<file path="config.mk">
export PLATFORM = sky130hd
export DESIGN_NAME = ahb_slave_fe
export DESIGN_NICKNAME = d
export VERILOG_FILES = /design/src/rtl/ahb_slave_fe.sv
export SDC_FILE = /design/constraint.sdc
export NUM_CORES = 1
export LEC_CHECK = 0
export ABC_AREA = 1
export BUFFER_PORTS_ARGS = -buffer_cell sky130_fd_sc_hd__buf_2
export CORE_AREA = 2 2 166 331
export CTS_BUF_LIST = sky130_fd_sc_hd__clkbuf_2
export CTS_CLUSTER_DIAMETER = 60
export DETAILED_ROUTE_END_ITERATION = 8
export DIE_AREA = 0 0 168 333
export GPL_ROUTABILITY_DRIVEN = 0
export PLACE_DENSITY = 0.67
export REMOVE_ABC_BUFFERS = 1
export SYNTH_ARGS = -nofsm -noshare
export SYNTH_HDL_FRONTEND = slang
export SYNTH_SLANG_ARGS = --single-unit
</file>
<file path="constraint.sdc">
create_clock -name HCLK -period 14.1 [get_ports HCLK]
set_input_delay 0 -clock HCLK [delete_from_list [all_inputs] [get_ports HCLK]]
set_output_delay 0 -clock HCLK [all_outputs]
set_load 0.05 [all_outputs]
</file>
<file path="src/rtl/ahb_slave_fe.sv">
// ahb_slave_fe: AHB-Lite slave front-end pairing address/data phases and queueing requests for the bridge core.
// Optional AHB_SLV_ERR_CHECK_EN flags oversize or misaligned transfers as illegal (ERROR response, no push).
module ahb_slave_fe #(
    parameter int AHB_DATA_WIDTH    = 64,
    parameter int AHB_ADDRESS_WIDTH = 32,
    parameter int FIFO_DEPTH        = 4
) (
    input  logic                         HCLK,
    input  logic                         HRESETn,
    input  logic [AHB_ADDRESS_WIDTH-1:0] HADDR,
    input  logic [1:0]                   HTRANS,
    input  logic                         HWRITE,
    input  logic [2:0]                   HSIZE,
    input  logic [2:0]                   HBURST,
    input  logic [AHB_DATA_WIDTH-1:0]    HWDATA,
    output logic                         HREADY,
    output logic                         HRESP,
    output logic [AHB_DATA_WIDTH-1:0]    HRDATA,
    output logic                         req_valid,
    input  logic                         req_ready,
    output logic [AHB_ADDRESS_WIDTH-1:0] req_addr,
    output logic                         req_write,
    output logic [2:0]                   req_size,
    output logic [2:0]                   req_burst,
    output logic                         req_first,
    output logic [AHB_DATA_WIDTH-1:0]    req_wdata,
    input  logic                         rd_valid,
    input  logic [AHB_DATA_WIDTH-1:0]    rd_data,
    input  logic                         rd_err
);
    localparam int PW = $clog2(FIFO_DEPTH);
    localparam int EW = AHB_ADDRESS_WIDTH + 8 + AHB_DATA_WIDTH;

    typedef enum logic [2:0] {DIDLE, WDATA, RWAIT, RRESP, ERR1, ERR2} state_t;

    state_t                         r_state, w_next, w_cap_st, w_after;
    logic [AHB_ADDRESS_WIDTH-1:0]   r_addr;
    logic                           r_write, r_first, r_pushed;
    logic [2:0]                     r_size, r_burst;
    logic [AHB_DATA_WIDTH-1:0]      r_rdata;
    logic [PW:0]                    r_count;
    logic [PW-1:0]                  r_wp, r_rp;
    logic [EW-1:0]                  r_mem [FIFO_DEPTH];
    logic                           w_cap, w_illegal, w_full, w_empty, w_pop;
    logic                           w_push_w, w_push_r, w_push, w_rd_ok;
    logic [EW-1:0]                  w_entry;

`ifdef AHB_SLV_ERR_CHECK_EN
    localparam logic [2:0] MAX_SZ = (AHB_DATA_WIDTH == 64) ? 3'd3 : 3'd2;
    logic [2:0] w_mask;
    assign w_mask    = (HSIZE >= 3'd3) ? 3'b111 : ((3'b001 << HSIZE) - 3'b001);
    assign w_illegal = (HSIZE > MAX_SZ) || |(HADDR[2:0] & w_mask);
`else
    assign w_illegal = 1'b0;
`endif

    assign w_cap    = HREADY && HTRANS[1];
    assign w_full   = r_count == (PW+1)'(FIFO_DEPTH);
    assign w_empty  = r_count == '0;
    assign w_pop    = !w_empty && req_ready;
    assign w_push_w = r_state == WDATA && !w_full;
    assign w_push_r = r_state == RWAIT && !r_pushed && !w_full;
    assign w_push   = w_push_w || w_push_r;
    assign w_rd_ok  = r_state == RWAIT && r_pushed && rd_valid;
    assign w_entry  = {r_addr, r_write, r_size, r_burst, r_first, w_push_w ? HWDATA : '0};
    assign w_cap_st = w_illegal ? ERR1 : (HWRITE ? WDATA : RWAIT);
    assign w_after  = w_cap ? w_cap_st : DIDLE;

    always_ff @(posedge HCLK or negedge HRESETn) begin
        if (!HRESETn) begin
            r_state <= DIDLE;
        end else begin
            r_state <= w_next;
        end
    end

    always_comb begin
        w_next = DIDLE;
        case (r_state)
            DIDLE, RRESP, ERR2: w_next = w_after;
            WDATA:              w_next = w_full ? WDATA : w_after;
            RWAIT:              w_next = w_rd_ok ? (rd_err ? ERR1 : RRESP) : RWAIT;
            ERR1:               w_next = ERR2;
            default:            w_next = DIDLE;
        endcase
    end

    always_comb begin
        HREADY = !(r_state == RWAIT || r_state == ERR1 || (r_state == WDATA && w_full));
        HRESP  = r_state == ERR1 || r_state == ERR2;
    end

    always_ff @(posedge HCLK or negedge HRESETn) begin
        if (!HRESETn) begin
            r_addr   <= '0;
            r_write  <= 1'b0;
            r_size   <= '0;
            r_burst  <= '0;
            r_first  <= 1'b0;
            r_pushed <= 1'b0;
            r_rdata  <= '0;
            r_count  <= '0;
            r_wp     <= '0;
            r_rp     <= '0;
        end else begin
            if (w_cap) begin
                r_addr  <= HADDR;
                r_write <= HWRITE;
                r_size  <= HSIZE;
                r_burst <= HBURST;
                r_first <= HTRANS == 2'b10;
            end
            r_pushed <= w_cap ? 1'b0 : (r_pushed || w_push_r);
            if (w_rd_ok) r_rdata <= rd_data;
            if (w_push) r_wp <= r_wp + 1'b1;
            if (w_pop) r_rp <= r_rp + 1'b1;
            r_count <= r_count + (PW+1)'(w_push) - (PW+1)'(w_pop);
        end
    end

    // Storage needs no reset: the head is masked to zero whenever the FIFO is empty.
    always_ff @(posedge HCLK) begin
        if (w_push) r_mem[r_wp] <= w_entry;
    end

    assign req_valid = !w_empty;
    assign HRDATA    = r_rdata;
    assign {req_addr, req_write, req_size, req_burst, req_first, req_wdata} = w_empty ? '0 : r_mem[r_rp];
endmodule
</file>
# After elaboration in Yosys (flattened, before gate mapping)
# Memory sizes are Yosys's and may differ from the RTL's.
# Cells that the tools add are included.
dict set report op_classes {
  n_addsub 4
  n_eq_ne 7
  muxes 11
  n_reduce_logical 20
}
# op n
set op_table {}
lappend op_table {{two-way mux 104 bit} 1}
lappend op_table {{two-way mux 64 bit} 1}
lappend op_table {{case mux 3 bit (4 select lines)} 1}
lappend op_table {{== test 3 bit, second input constant} 3}
lappend op_table {{logical AND 1 bit} 8}
lappend op_table {{== test 3 x 2 -> 1 bit, second input constant} 2}
lappend op_table {{logical NOT 3 bit} 2}
lappend op_table {{two-way mux 2 bit} 3}
lappend op_table {{two-way mux 3 bit} 2}
lappend op_table {{logical OR 1 bit} 5}
lappend op_table {{adder 2 x 1 -> 2 bit, second input constant} 2}
lappend op_table {{logical NOT 1 bit} 4}
lappend op_table {{adder 3 x 1 -> 3 bit} 1}
lappend op_table {{== test 3 x 1 -> 1 bit, second input constant} 1}
lappend op_table {{two-way mux 1 bit} 3}
lappend op_table {{OR reduction 3 bit} 1}
lappend op_table {{subtractor 3 x 1 -> 3 bit} 1}
lappend op_table {{== test 2 bit, second input constant} 1}
dict set report totals {
  register_bits 115
  ram_bits 416
  elab_cells 54
  mem_count 1
}
# name depth word_bits rd rd_ports_with_merged_regs wr line
set memory_table {}
lappend memory_table {r_mem 4 104 1 0 1 43} ;# logic [EW-1:0] r_mem [FIFO_DEPTH];

# Depth between registers and ports, before layout
dict set report depth {
  depth_word 8
  ltp_mapped 12
}

# Worst setup path before layout
# No wires, ideal clock.
dict set report synth_timing {
  path_type {reg-to-reg}
  from {register r_state[0]}
  to {memory r_mem[0][0] (netlist name) (enable)}
  setup_time_ns 0.568
  arrival_ns 5.266
  t_required_ns 13.532
  path_slack_ns 8.266
  path_stages_with_launch 8
  cell_sequence {dfrtp_1 -> inv_1 -> nand2_1 -> nor2_2 -> nand3_1 -> nand2_1 -> inv_1 -> nor2_1}
}
dict set report synth_via {
  elab_chain_len 6
  word_cells_on_any_way 8
}
# element line
set synth_lines {}
lappend synth_lines {{from (decl)} 36} ;# state_t r_state, w_next, w_cap_st, w_after;
lappend synth_lines {{from (signal assigned)} 73} ;# r_state <= w_next;
lappend synth_lines {{== test 3 x 2 -> 1 bit} 62} ;# assign w_push_r = r_state == RWAIT && !r_pushed && !w_full;
lappend synth_lines {{logical AND 1 bit (2 in a row)} 62}
lappend synth_lines {{logical OR 1 bit (*)} 63} ;# assign w_push = w_push_w || w_push_r;
lappend synth_lines {{two-way mux 1 bit (*)} 123} ;# if (w_push) r_mem[r_wp] <= w_entry;
lappend synth_lines {{two-way mux 1 bit (not written as such) (*)} 123}
lappend synth_lines {{to (decl)} 43}
# Mark *: on every way between the ends. The rest lies on a longest branch, timed or not.

# Worst setup path after layout
dict set report layout_timing {
  from {register r_rp[0]}
  to {output req_wdata[18]}
}
dict set report layout_via {
  elab_chain_len 2
}
# element line
set layout_lines {}
lappend layout_lines {{from (decl)} 42} ;# logic [PW-1:0] r_wp, r_rp;
lappend layout_lines {{from (signal assigned)} 116} ;# if (w_pop) r_rp <= r_rp + 1'b1;
lappend layout_lines {{memory read (4 x 104 bit)} -}
lappend layout_lines {{two-way mux 104 bit} 128} ;# assign {req_addr, req_write, req_size, req_burst, req_first, req_wdata} = w_empty ? '0 : r_mem[r_rp];
lappend layout_lines {{to (decl)} 26} ;# output logic [AHB_DATA_WIDTH-1:0] req_wdata,
# No other way between the ends.

==> out/metrics.yaml <==
status: "finished, final reports clean"
combPwrFrac_pct: 50.3
min_period_over_period_pct: 29.8
yosys.area.top_type_share_pct: 59.1
drv_cap: 0
grt_max_degree: 132
dieHeight_um: 333
via_per_inst: 4.99
grt_pass1_vias: 18800
tns_ns: 0
cts_buffers: 114
finalClockSkew_ns: 0.0906
ff2ff_setup_slack_ns: 10.64
std_cell_rows: 120
fin_crit_ns: 4.20
grt_use_total_pct: 22.6
pwr-share-clk_pct: 13.2
drt-initial-drc-count: 1067
die_area_mm2: 0.0559
pwr-share-seq_pct: 36.5
max_freq_ghz: 0.238
setup_viol: 0
final_common_cell: "nor2_1"
p_sw_uw: 3460
cellPowerDensity_mw_per_mm2: 242
switching_share_pct: 49.4
h-tree-depth: 3
reg2reg_depth: 9
yosysTopAreaCell: "edfxtp_1"
synth_edf_count: 416
worst-setup-path-type: "reg2out"
netlist_top_cells_area: "edfxtp_1, dfrtp_1, nor2_1"
wl_met2_um: 33400
wl_met3_um: 3770
peakVddDrop_mv: 0.170
final_util_pct: 54.3
timing.slew.headroom_pct: 18.3
ys_types: 23
rsz0062_at_grt: "false"
cts_sinks: 531
final_nets: 2880
insertion_delay_ns: 1.07
antenna_found_initial: 2
holdWs_ns: 0.338
hold-path-endpoint: "HRDATA[55]"
slowest_stage: "buf_4"
synth_area_per_cell_um2: 11.2
critPathLaunchType: "flop"
clock_path_buffers: 3
io_pins: 345
core-area_mm2: 0.0533
hpwl_um: 31000
tightest_slew_ns: 1.23
die_w_um: 168
highest_layer: "met4"
initial_core_util_pct: 39.7
wl_met1_um: 23100
synth_seq_area_share_pct: 72.7
postSynthCellCount: 1880
drt_first_pass_iters: 5
cts_setup_buffers: 0
drive_above_1_share_pct: 20.0
ys_seq_elements: 531
power_uw: 7000
nFillCells: 4389
yosysWarnings: 0
internal_power_uw: 3540
cts_tree: "yes"
globalRouteOverflowTotal: 0
critPathMaxStageDelay_ns: 0.79
drt_wl_total_um: 63200
reg2reg_from: "r_state[0]"
portBuffers: 344
cts_root_buf: "clkbuf_2"
hp-start: "rd_data[55]"
ant_nets: 0
syn_area_mm2: 0.0211
drc: 0
path_cells: "inv_6 > buf_4 > o21ai_0 > a21oi_1 > buf_2"
clkTransAtPathRegs_ns: 0.11
grt_pass1_wl_um: 98200
worst-path-max-fanout: 113
final_max_slew_viol_count: 0
post_dp_cell_area_mm2: 0.0234
r2r-end: "r_state[0]"
finalHoldViolations: 0
crit_arrival_ns: 4.20
ys.flop_type: "edfxtp_1"
p_leak_uw: 0.0124
wl_per_cell_um: 18.3
end_kind: "output pin"
synth_async_sr_flop_share_pct: 21.7
design_area_mm2: 0.0289
vias: 17300
cp.required_ns: 14.10
mostFrequentLayoutCells: "nor2_1, dlygate4sd3_1, edfxtp_1"
min_delay_path_depth: 5
min_path_type: "in2reg"
syn2layout_area_growth_pct: 36.8
-- through the flow --
stage | std cells | setup WS (ns)
after floorplan | 1772 | 7.24
after global placement | 2805 | 10.92
after detailed placement | 2805 | 10.86
after CTS | 3458 | 9.59
after global routing | 3460 | 9.52
final | 3460 | 9.90
-- cell families after synthesis --
| logic type | Yosys count | synth area share, % |
|---|---|---|
| compound gates | 383 | 9.07 |
| xor+xnor | 5 | 0.207 |
| fa+ha+maj | 7 | 0.450 |
| buf+inv | 259 | 5.07 |
| flops | 531 | 72.7 |
| simple gates | 695 | 12.5 |
-- power by group through the flow --
stage | Sequential [uW] | Clock, uW | Combinational (uW)
3_3_place_gp | 2540 | 0 | 3160
6_report | 2560 | 921 | 3520
5_1_grt | 2600 | 1030 | 3770
4_1_cts | 2540 | 959 | 3500
3_5_place_dp | 2570 | 0 | 3200
2_1_floorplan | 2880 | 0 | 1960
-- sequential cells by signal (all words and copies together) (netlist names) --
signal / count
r_addr: 32
r_size: 3
r_rp: 2
r_count: 3
HRDATA: 64
r_first: 1
r_write: 1
r_burst: 3
r_state: 3
r_pushed: 1
r_wp: 2
r_mem: 416
-- synthesized netlist by cell type, types with 2 or more instances --
library cell	count
nand2_1	199
clkbuf_1	41
buf_6	3
o21ai_0	264
dfrtp_1	115
nand3_2	2
buf_2	62
buf_1	2
a21oi_1	104
xor2_1	4
ha_1	6
edfxtp_1	416
inv_2	4
o21ai_1	15
nand3_1	2
inv_1	147
nor2_1	488
-- timing repair --
action / in CTS / in global routing
hold endpoints to repair: 484 / 0
gates resized for setup: 0 / 0
hold buffers: 449 / 0
-- worst max path at each step --
stage,start,end,slack [ns]
floorplan,r_state[1],r_mem[0][0],7.24
global placement,r_rp[0],req_wdata[18],10.92
detailed placement,r_rp[0],req_wdata[18],10.86
CTS,r_rp[0],req_wdata[18],9.59
global route,r_rp[0],req_wdata[18],9.52
finish,r_rp[0],req_wdata[18],9.90
-- critical path, delay by kind of cell, from the launching register on --
kind | cells | cell delay, ns
buffers and inverters | 3 | 1.74
flip-flops | 1 | 0.77
AO/OA/AOI/OAI | 2 | 0.55
-- routing by layer --
layer | up-vias | GRT usage [%]
li1 | 7982 | -
met1 | 8378 | 23.8
met2 | 722 | 41.7
met3 | 176 | 4.16
met4 | 0 | 12.9
met5 | - | 0
-- final cells by class --
class / count / area, um2 / area share [%]
Antenna cell: 2 / 5.00 / 0.0173
Clock inverter: 36 / 175 / 0.606
Inverter: 151 / 574 / 1.99
Timing Repair Buffer: 811 / 6370 / 22.0
Tap cell: 671 / 840 / 2.90
Sequential cell: 531 / 15400 / 53.2
Clock buffer: 168 / 841 / 2.91
Multi-Input combinational cell: 1090 / 4740 / 16.4
(Power assumes the default switching activity.)
